File: src/rtl/ahb3lite_pkg.sv
// Shared helper state types and small arithmetic helpers for the AHB3-Lite helper blocks.
package ahb3lite_pkg;

  typedef enum logic [1:0] {
    Writer_IDLE    = 2'd0,
    Writer_COLLECT = 2'd1,
    Writer_STALL   = 2'd2
  } FIFO_Writer_Help_state;

  function automatic logic [15:0] ceil_words(input logic [15:0] len);
    logic [16:0] t;
    t = {1'b0, len} + 17'd3;
    return {1'b0, t[16:2]};
  endfunction

  function automatic logic [15:0] sat_inc16(input logic [15:0] v);
    return (v == 16'hFFFF) ? v : v + 16'd1;
  endfunction

endpackage

File: src/rtl/fifo_writer_helper_if.sv
// Byte-stream / FIFO-write bundle for fifo_writer_helper.
// Optional FIFO_WRITER_STATS_EN adds the frame and drop counters.
interface fifo_writer_helper_if #(parameter int LEN_W = 6);
  logic             Write_Request;
  logic [LEN_W-1:0] i_WCC_BUFFER_LENGTH;
  logic [7:0]       serialized_input;
  logic             serialized_input_valid;
  logic             serialized_input_ready;
  logic             i_FIFO_full;
  logic [31:0]      o_FIFO_din;
  logic             o_FIFO_wr_en;
  logic             o_busy;
  logic             o_frame_done;
  logic [15:0]      Bytes_Counter;
`ifdef FIFO_WRITER_STATS_EN
  logic [15:0]      o_frame_count;
  logic [15:0]      o_drop_count;
`endif

  modport master (
    output Write_Request, i_WCC_BUFFER_LENGTH, serialized_input, serialized_input_valid, i_FIFO_full,
    input  serialized_input_ready, o_FIFO_din, o_FIFO_wr_en, o_busy, o_frame_done, Bytes_Counter
`ifdef FIFO_WRITER_STATS_EN
    , input o_frame_count, o_drop_count
`endif
  );

  modport slave (
    input  Write_Request, i_WCC_BUFFER_LENGTH, serialized_input, serialized_input_valid, i_FIFO_full,
    output serialized_input_ready, o_FIFO_din, o_FIFO_wr_en, o_busy, o_frame_done, Bytes_Counter
`ifdef FIFO_WRITER_STATS_EN
    , output o_frame_count, o_drop_count
`endif
  );
endinterface

File: src/rtl/fifo_writer_helper.sv
// Packs a byte stream into little-endian 32-bit FIFO words, one frame per Write_Request.
// Define FIFO_WRITER_STATS_EN to add saturating frame/drop counters.
module fifo_writer_helper
  import ahb3lite_pkg::*;
#(
  parameter int LEN_W = 6
) (
  input  logic                 CLK,
  input  logic                 RESET,
  fifo_writer_helper_if.slave  bus
);

  FIFO_Writer_Help_state state_q, state_d;
  logic [LEN_W-1:0] len_q, len_d;
  logic [15:0]      words_n_q, words_n_d;
  logic [15:0]      words_done_q, words_done_d;
  logic [15:0]      bytes_q, bytes_d;
  logic [31:0]      word_q, word_d;
  logic [31:0]      din_q, din_d;
  logic             wr_en_q, wr_en_d;
  logic             done_q, done_d;

  logic [31:0]      merged_s;
  logic             word_end_s;
  logic             last_word_s;

  assign merged_s    = word_q | ({24'd0, bus.serialized_input} << {bytes_q[1:0], 3'b000});
  assign word_end_s  = (bytes_q[1:0] == 2'd3) || ((bytes_q + 16'd1) == 16'(len_q));
  assign last_word_s = (words_done_q + 16'd1) == words_n_q;

  // Next-state and output computation; word_q doubles as the stall holding register.
  always_comb begin
    state_d      = state_q;
    len_d        = len_q;
    words_n_d    = words_n_q;
    words_done_d = words_done_q;
    bytes_d      = bytes_q;
    word_d       = word_q;
    din_d        = din_q;
    wr_en_d      = 1'b0;
    done_d       = 1'b0;
    case (state_q)
      Writer_IDLE: begin
        if (bus.Write_Request && (bus.i_WCC_BUFFER_LENGTH != {LEN_W{1'b0}})) begin
          len_d        = bus.i_WCC_BUFFER_LENGTH;
          words_n_d    = ceil_words(16'(bus.i_WCC_BUFFER_LENGTH));
          words_done_d = 16'd0;
          bytes_d      = 16'd0;
          word_d       = 32'd0;
          state_d      = Writer_COLLECT;
        end else begin
          state_d = Writer_IDLE;
        end
      end
      Writer_COLLECT: begin
        if (bus.serialized_input_valid) begin
          bytes_d = bytes_q + 16'd1;
          if (word_end_s) begin
            if (!bus.i_FIFO_full) begin
              din_d        = merged_s;
              wr_en_d      = 1'b1;
              word_d       = 32'd0;
              words_done_d = words_done_q + 16'd1;
              if (last_word_s) begin
                done_d  = 1'b1;
                state_d = Writer_IDLE;
              end else begin
                state_d = Writer_COLLECT;
              end
            end else begin
              word_d  = merged_s;
              state_d = Writer_STALL;
            end
          end else begin
            word_d = merged_s;
          end
        end else begin
          state_d = Writer_COLLECT;
        end
      end
      Writer_STALL: begin
        if (!bus.i_FIFO_full) begin
          din_d        = word_q;
          wr_en_d      = 1'b1;
          word_d       = 32'd0;
          words_done_d = words_done_q + 16'd1;
          if (last_word_s) begin
            done_d  = 1'b1;
            state_d = Writer_IDLE;
          end else begin
            state_d = Writer_COLLECT;
          end
        end else begin
          state_d = Writer_STALL;
        end
      end
      default: begin
        state_d = Writer_IDLE;
      end
    endcase
  end

  // State and output registers.
  always_ff @(posedge CLK or posedge RESET) begin
    if (RESET) begin
      state_q      <= Writer_IDLE;
      len_q        <= {LEN_W{1'b0}};
      words_n_q    <= 16'd0;
      words_done_q <= 16'd0;
      bytes_q      <= 16'd0;
      word_q       <= 32'd0;
      din_q        <= 32'd0;
      wr_en_q      <= 1'b0;
      done_q       <= 1'b0;
    end else begin
      state_q      <= state_d;
      len_q        <= len_d;
      words_n_q    <= words_n_d;
      words_done_q <= words_done_d;
      bytes_q      <= bytes_d;
      word_q       <= word_d;
      din_q        <= din_d;
      wr_en_q      <= wr_en_d;
      done_q       <= done_d;
    end
  end

  assign bus.serialized_input_ready = (state_q == Writer_COLLECT);
  assign bus.o_busy                 = (state_q != Writer_IDLE);
  assign bus.o_FIFO_din             = din_q;
  assign bus.o_FIFO_wr_en           = wr_en_q;
  assign bus.o_frame_done           = done_q;
  assign bus.Bytes_Counter          = bytes_q;

`ifdef FIFO_WRITER_STATS_EN
  logic [15:0] frame_cnt_q, frame_cnt_d;
  logic [15:0] drop_cnt_q, drop_cnt_d;

  // Drops are bytes offered while the block is not collecting.
  always_comb begin
    frame_cnt_d = frame_cnt_q;
    drop_cnt_d  = drop_cnt_q;
    if (done_d) begin
      frame_cnt_d = sat_inc16(frame_cnt_q);
    end else begin
      frame_cnt_d = frame_cnt_q;
    end
    if (bus.serialized_input_valid && (state_q != Writer_COLLECT)) begin
      drop_cnt_d = sat_inc16(drop_cnt_q);
    end else begin
      drop_cnt_d = drop_cnt_q;
    end
  end

  // Statistics registers.
  always_ff @(posedge CLK or posedge RESET) begin
    if (RESET) begin
      frame_cnt_q <= 16'd0;
      drop_cnt_q  <= 16'd0;
    end else begin
      frame_cnt_q <= frame_cnt_d;
      drop_cnt_q  <= drop_cnt_d;
    end
  end

  assign bus.o_frame_count = frame_cnt_q;
  assign bus.o_drop_count  = drop_cnt_q;
`endif

endmodule

File: src/flat_wrapper.sv
// flat-port wrapper written by rule: the top's interface ports become plain ports
module fifo_writer_helper_flat import ahb3lite_pkg::*;
#(
  parameter int LEN_W = 6
)
  (CLK, RESET, bus_Write_Request, bus_i_WCC_BUFFER_LENGTH, bus_serialized_input, bus_serialized_input_valid, bus_i_FIFO_full, bus_serialized_input_ready, bus_o_FIFO_din, bus_o_FIFO_wr_en, bus_o_busy, bus_o_frame_done, bus_Bytes_Counter);
  fifo_writer_helper_if #(.LEN_W(LEN_W)) bus_i ();
  input  logic CLK;
  input  logic RESET;
  input wire logic [$bits(bus_i.Write_Request)-1:0] bus_Write_Request;
  input wire logic [$bits(bus_i.i_WCC_BUFFER_LENGTH)-1:0] bus_i_WCC_BUFFER_LENGTH;
  input wire logic [$bits(bus_i.serialized_input)-1:0] bus_serialized_input;
  input wire logic [$bits(bus_i.serialized_input_valid)-1:0] bus_serialized_input_valid;
  input wire logic [$bits(bus_i.i_FIFO_full)-1:0] bus_i_FIFO_full;
  output wire logic [$bits(bus_i.serialized_input_ready)-1:0] bus_serialized_input_ready;
  output wire logic [$bits(bus_i.o_FIFO_din)-1:0] bus_o_FIFO_din;
  output wire logic [$bits(bus_i.o_FIFO_wr_en)-1:0] bus_o_FIFO_wr_en;
  output wire logic [$bits(bus_i.o_busy)-1:0] bus_o_busy;
  output wire logic [$bits(bus_i.o_frame_done)-1:0] bus_o_frame_done;
  output wire logic [$bits(bus_i.Bytes_Counter)-1:0] bus_Bytes_Counter;
  assign bus_i.Write_Request = bus_Write_Request;
  assign bus_i.i_WCC_BUFFER_LENGTH = bus_i_WCC_BUFFER_LENGTH;
  assign bus_i.serialized_input = bus_serialized_input;
  assign bus_i.serialized_input_valid = bus_serialized_input_valid;
  assign bus_i.i_FIFO_full = bus_i_FIFO_full;
  assign bus_serialized_input_ready = bus_i.serialized_input_ready;
  assign bus_o_FIFO_din = bus_i.o_FIFO_din;
  assign bus_o_FIFO_wr_en = bus_i.o_FIFO_wr_en;
  assign bus_o_busy = bus_i.o_busy;
  assign bus_o_frame_done = bus_i.o_frame_done;
  assign bus_Bytes_Counter = bus_i.Bytes_Counter;
  fifo_writer_helper #(.LEN_W(LEN_W)) u_core (.CLK(CLK), .RESET(RESET), .bus(bus_i));
endmodule
File: config.mk
export PLATFORM = sky130hd
export DESIGN_NAME = fifo_writer_helper_flat
export DESIGN_NICKNAME = d
export VERILOG_FILES = /design/src/rtl/ahb3lite_pkg.sv /design/src/rtl/fifo_writer_helper_if.sv /design/src/rtl/fifo_writer_helper.sv /design/src/flat_wrapper.sv
export SDC_FILE = /design/constraint.sdc
export NUM_CORES = 1
export LEC_CHECK = 0
export CORE_AREA = 3 3 111 113
export DETAILED_ROUTE_END_ITERATION = 7
export DIE_AREA = 0 0 114 116
export GPL_TIMING_DRIVEN = 0
export PLACE_DENSITY = 0.77
export RECOVER_POWER = 100
export SKIP_CTS_REPAIR_TIMING = 1
export SLEW_MARGIN = 20
export SYNTH_ARGS = -nofsm -noshare
export SYNTH_HDL_FRONTEND = slang
export SYNTH_SLANG_ARGS = --single-unit
File: constraint.sdc
create_clock -name CLK -period 3.35 [get_ports CLK]
set_input_delay 0.67 -clock CLK [delete_from_list [all_inputs] [get_ports CLK]]
set_output_delay 0.67 -clock CLK [all_outputs]
set_load 0.05 [all_outputs]
==> summary.md <==
| Metric | Value |
|---|---|
| Synth top area cells | dfrtp_1, o21ai_0, a21oi_1 |
| Relative slew slack | -7.323% |
| Switching pwr | 0.002210 W |
| Violated checks | capacitance limit, slew limit |
| Sum of overflow across all layers after global routing | 0 |
| Initial Util | 50.66% |
| Most common flop cell mapped by yosys | dfrtp_1 |
| HPWL after detailed placement | 10,990 microns |
| Cell count after synthesis | 606 |
| Total die area | 13,220 sq um |
| Endpoints failing setup | 0 |
| Starting DRT DRC Count | 432 |
| Horizontal extent of the die | 114 microns |
| Net Count, Synth | 631 |
| FMAX | 0.3089 GHz |
| Mean Syn Cell Area | 9.545 sq um |
| Depth of the most critical reg-to-reg path | 9 |
| Cell depth of the worst hold path | 1 |
| Number of antenna-violating nets in the routed design | 0 |
| Number of iterations in the first detailed-routing pass | 6 |
| Largest net degree at the start of global routing | 36 |
| Maximum net fanout on the critical path | 10 |
| Share of the synthesized area in the top cell type | 48.02% |
| Endpoint of the worst-slack reg-to-reg timing path | u_core.words_done_q[8] |
| Least-Margin Pin Slew | 1610 ps |
| Largest vdd supply drop | 483.6 uV |
| Number of inserted diodes | 0 |
| Share of power burned in combinational logic | 42.1% |
| Worst Setup SP | u_core.bus.Bytes_Counter[4] |
| IO Count | 71 |
| Global-route usage over all layers | 24.27% |
| Areal power density over the cells | 715.2 nW/um^2 |
| Count leader, synth | dfrtp_1 |
| Sequential power share | 35.8% |
| Buffers from clock root to sink, at most | 2 |
| Max Transition Viols Final | 66 |
| Placement Rows | 39 |
| CTS HTree Levels | 3 |
| Internal power | 0.002828 W |
| Number of fill cells | 969 |
| Worst R2R Setup Slack | 110 ps |
| Netlist Area Pre-Place | 5784 sq um |
| Clock period minus worst slack | 3238 ps |
| Worst hold slack | 496.0 ps |
| Count of cell types in the netlist | 61 |
| Number of buffer cells added on primary ports | 68 |
| Endpoint kind of the worst setup timing path | flop |
| Later-pin clock latency in the skew report | 370 ps |
| Critical path capture point | u_core.words_done_q[8] |
| Final Hold Vio Count | 0 |
| Post-synthesis to final-layout area growth | 21.80% |
| DRC violation count after routing | 0 |
| Arrival time of the worst setup path | 3540 ps |
| Min-delay worst type | flop to flop |
| Fraction of layout instances using a drive strength above 1 | 8.777% |
| Commonest cells post-synth | dfrtp_1, o21ai_0, a21oi_1 |
| Ratio of routed vias to standard cells | 6.130 |
| TritonCTS clock tree | built |
| Critical path class | flop to flop |
| Global-route wire length before repair | 25,660 microns |
| Post-CTS clock slew at the launch and capture registers of the worst setup and hold paths | 90 ps |
| Fin worst setup slack | 112.4 ps |
| Overall die height | 116 microns |
| Number of warning messages in the yosys log | 0 |
| Number of sinks handled by clock tree synthesis | 111 |
| Sequential-to-total area share from yosys stat | 48.02% |
| Static leakage power | 3.163 nW |
| Final weighted congestion in routability-driven placement | 0.9093 |
| MaxCap Viol Count | 2 |
| Antenna violations before repair | 0 |
| EDFF count, synth | 0 |
| Number of global-route vias before repair | 5,060 |
| Clock buffers created by TritonCTS | 9 |
| Required @ worst endpoint | 3650 ps |
| #FFs+latches synth | 111 |
| Result of the run | complete, but fails checks |
| Wire length per cell after detailed routing | 18.13 microns |
| Total Power Consumption | 0.005039 W |
| Clk pwr share | 22.1% |
| Fin util | 61.70% |
| CP Launch Type | flop |
| Vias | 5,137 |
| Post-Place Worst Slack | -187.7 ps |
| Async set or reset register ratio after synthesis | 100.0% |
| Post-Route Skew | 14.28 ps |
| Area leader, netlist | dfrtp_1 |
| Routed wire length | 15,190 microns |
| Reg2Reg Launch Point | u_core.bus.Bytes_Counter[4] |
| Total core area | 11,420 sq um |
| CTS Root Cell | clkbuf_16 |
| Count of nets after finishing | 715 |
| Switching part of the total | 43.87% |
| Portion of the clock cycle consumed by the worst path in the final layout | 96.64% |
cell families after synthesis:
| logic type | count (synthesis) | share of synthesized area (%) |
|---|---|---|
| adders and majority gates | 6 | 1.298 |
| DFF | 111 | 48.02 |
| xor gates and xnor gates | 22 | 3.331 |
| muxes | 9 | 1.925 |
| and+or+nand+nor | 158 | 14.23 |
| AOI/OAI and AO/OA | 242 | 26.95 |
| buffers and inverters | 58 | 4.240 |
metrics by stage:
step	TNS [ps]	cells	instance area, sq um
after floorplan	0	606	5788
after global placement	-3041	817	6648
after detailed placement	-6953	820	6708
after CTS	-6027	836	7024
after global routing	-104.9	838	7046
final	0	838	7046
final cells by class:
class                           instances  area [sq um]  share of cell area, %
Buffer                                 39         173.9                  2.468
Tap cell                              143         178.9                  2.540
Timing Repair Buffer                   74         739.5                  10.50
Multi-Input combinational cell        437          2790                  39.60
Clock buffer                            9         225.2                  3.197
Clock inverter                          7         91.34                  1.296
Sequential cell                       111          2778                  39.42
Inverter                               18         68.82                 0.9767
per-layer routing:
metal  track usage (%)  wire [microns]  vias up
li1                  -               -     2421
met2             38.60            7348      227
met1             33.77            6459     2468
met3             4.961            1164       21
met5                 0               0        -
met4             7.443             221        0
worst max-delay path: stages (launching register included):
cell,delay (ps)
dfrtp_1,350
buf_2,210
nand4_1,270
or4_1,670
o31ai_1,130
o221ai_2,210
o311a_1,450
nor3_4,380
clkbuf_2,320
a22o_1,190
sequential cells by signal, indices dropped and copies added (netlist names), 2 cells and up:
register and flops:
u_core.len_q 6, u_core.state_q 2, u_core.words_done_q 16, u_core.bus.Bytes_Counter 16, u_core.bus.o_FIFO_din 32, u_core.word_q 32
u_core.words_n_q 5
cell usage in the layout (no fill, tap or decap), drive strengths merged, types with 4 or more instances in the layout:
cell type / instances
nor3: 22
a31o: 4
xor2: 9
clkbuf: 40
buf: 13
and2: 4
nand2: 44
ha: 6
a21oi: 44
o2bb2ai: 24
dlygate4sd3: 53
a22o: 16
mux2: 7
nand4: 13
a21o: 9
xnor2: 13
and3: 7
nor4: 7
dfrtp: 111
o21ai: 101
a41oi: 4
clkinv: 4
o31ai: 11
a21boi: 5
nor2: 26
nand3: 17
clkdlybuf4s50: 15
inv: 20
power groups by stage:
stage               sequential, W  clock (W)  combinational (W)
global route              0.00184    0.00119            0.00231
global placement          0.00182          0            0.00210
detailed placement        0.00184          0            0.00216
CTS                       0.00181    0.00113            0.00217
finish                    0.00181    0.00111            0.00212
floorplan                 0.00219          0            0.00110
how the worst min path moves through the flow:
stage / from / endpoint
after CTS: u_core.word_q[20] / u_core.word_q[20]
final: u_core.word_q[3] / u_core.word_q[3]
after global placement: u_core.word_q[0] / u_core.word_q[0]
after floorplan: u_core.word_q[0] / u_core.word_q[0]
after detailed placement: u_core.word_q[20] / u_core.word_q[20]
after global routing: u_core.word_q[3] / u_core.word_q[3]
(Power assumes the default switching activity.)
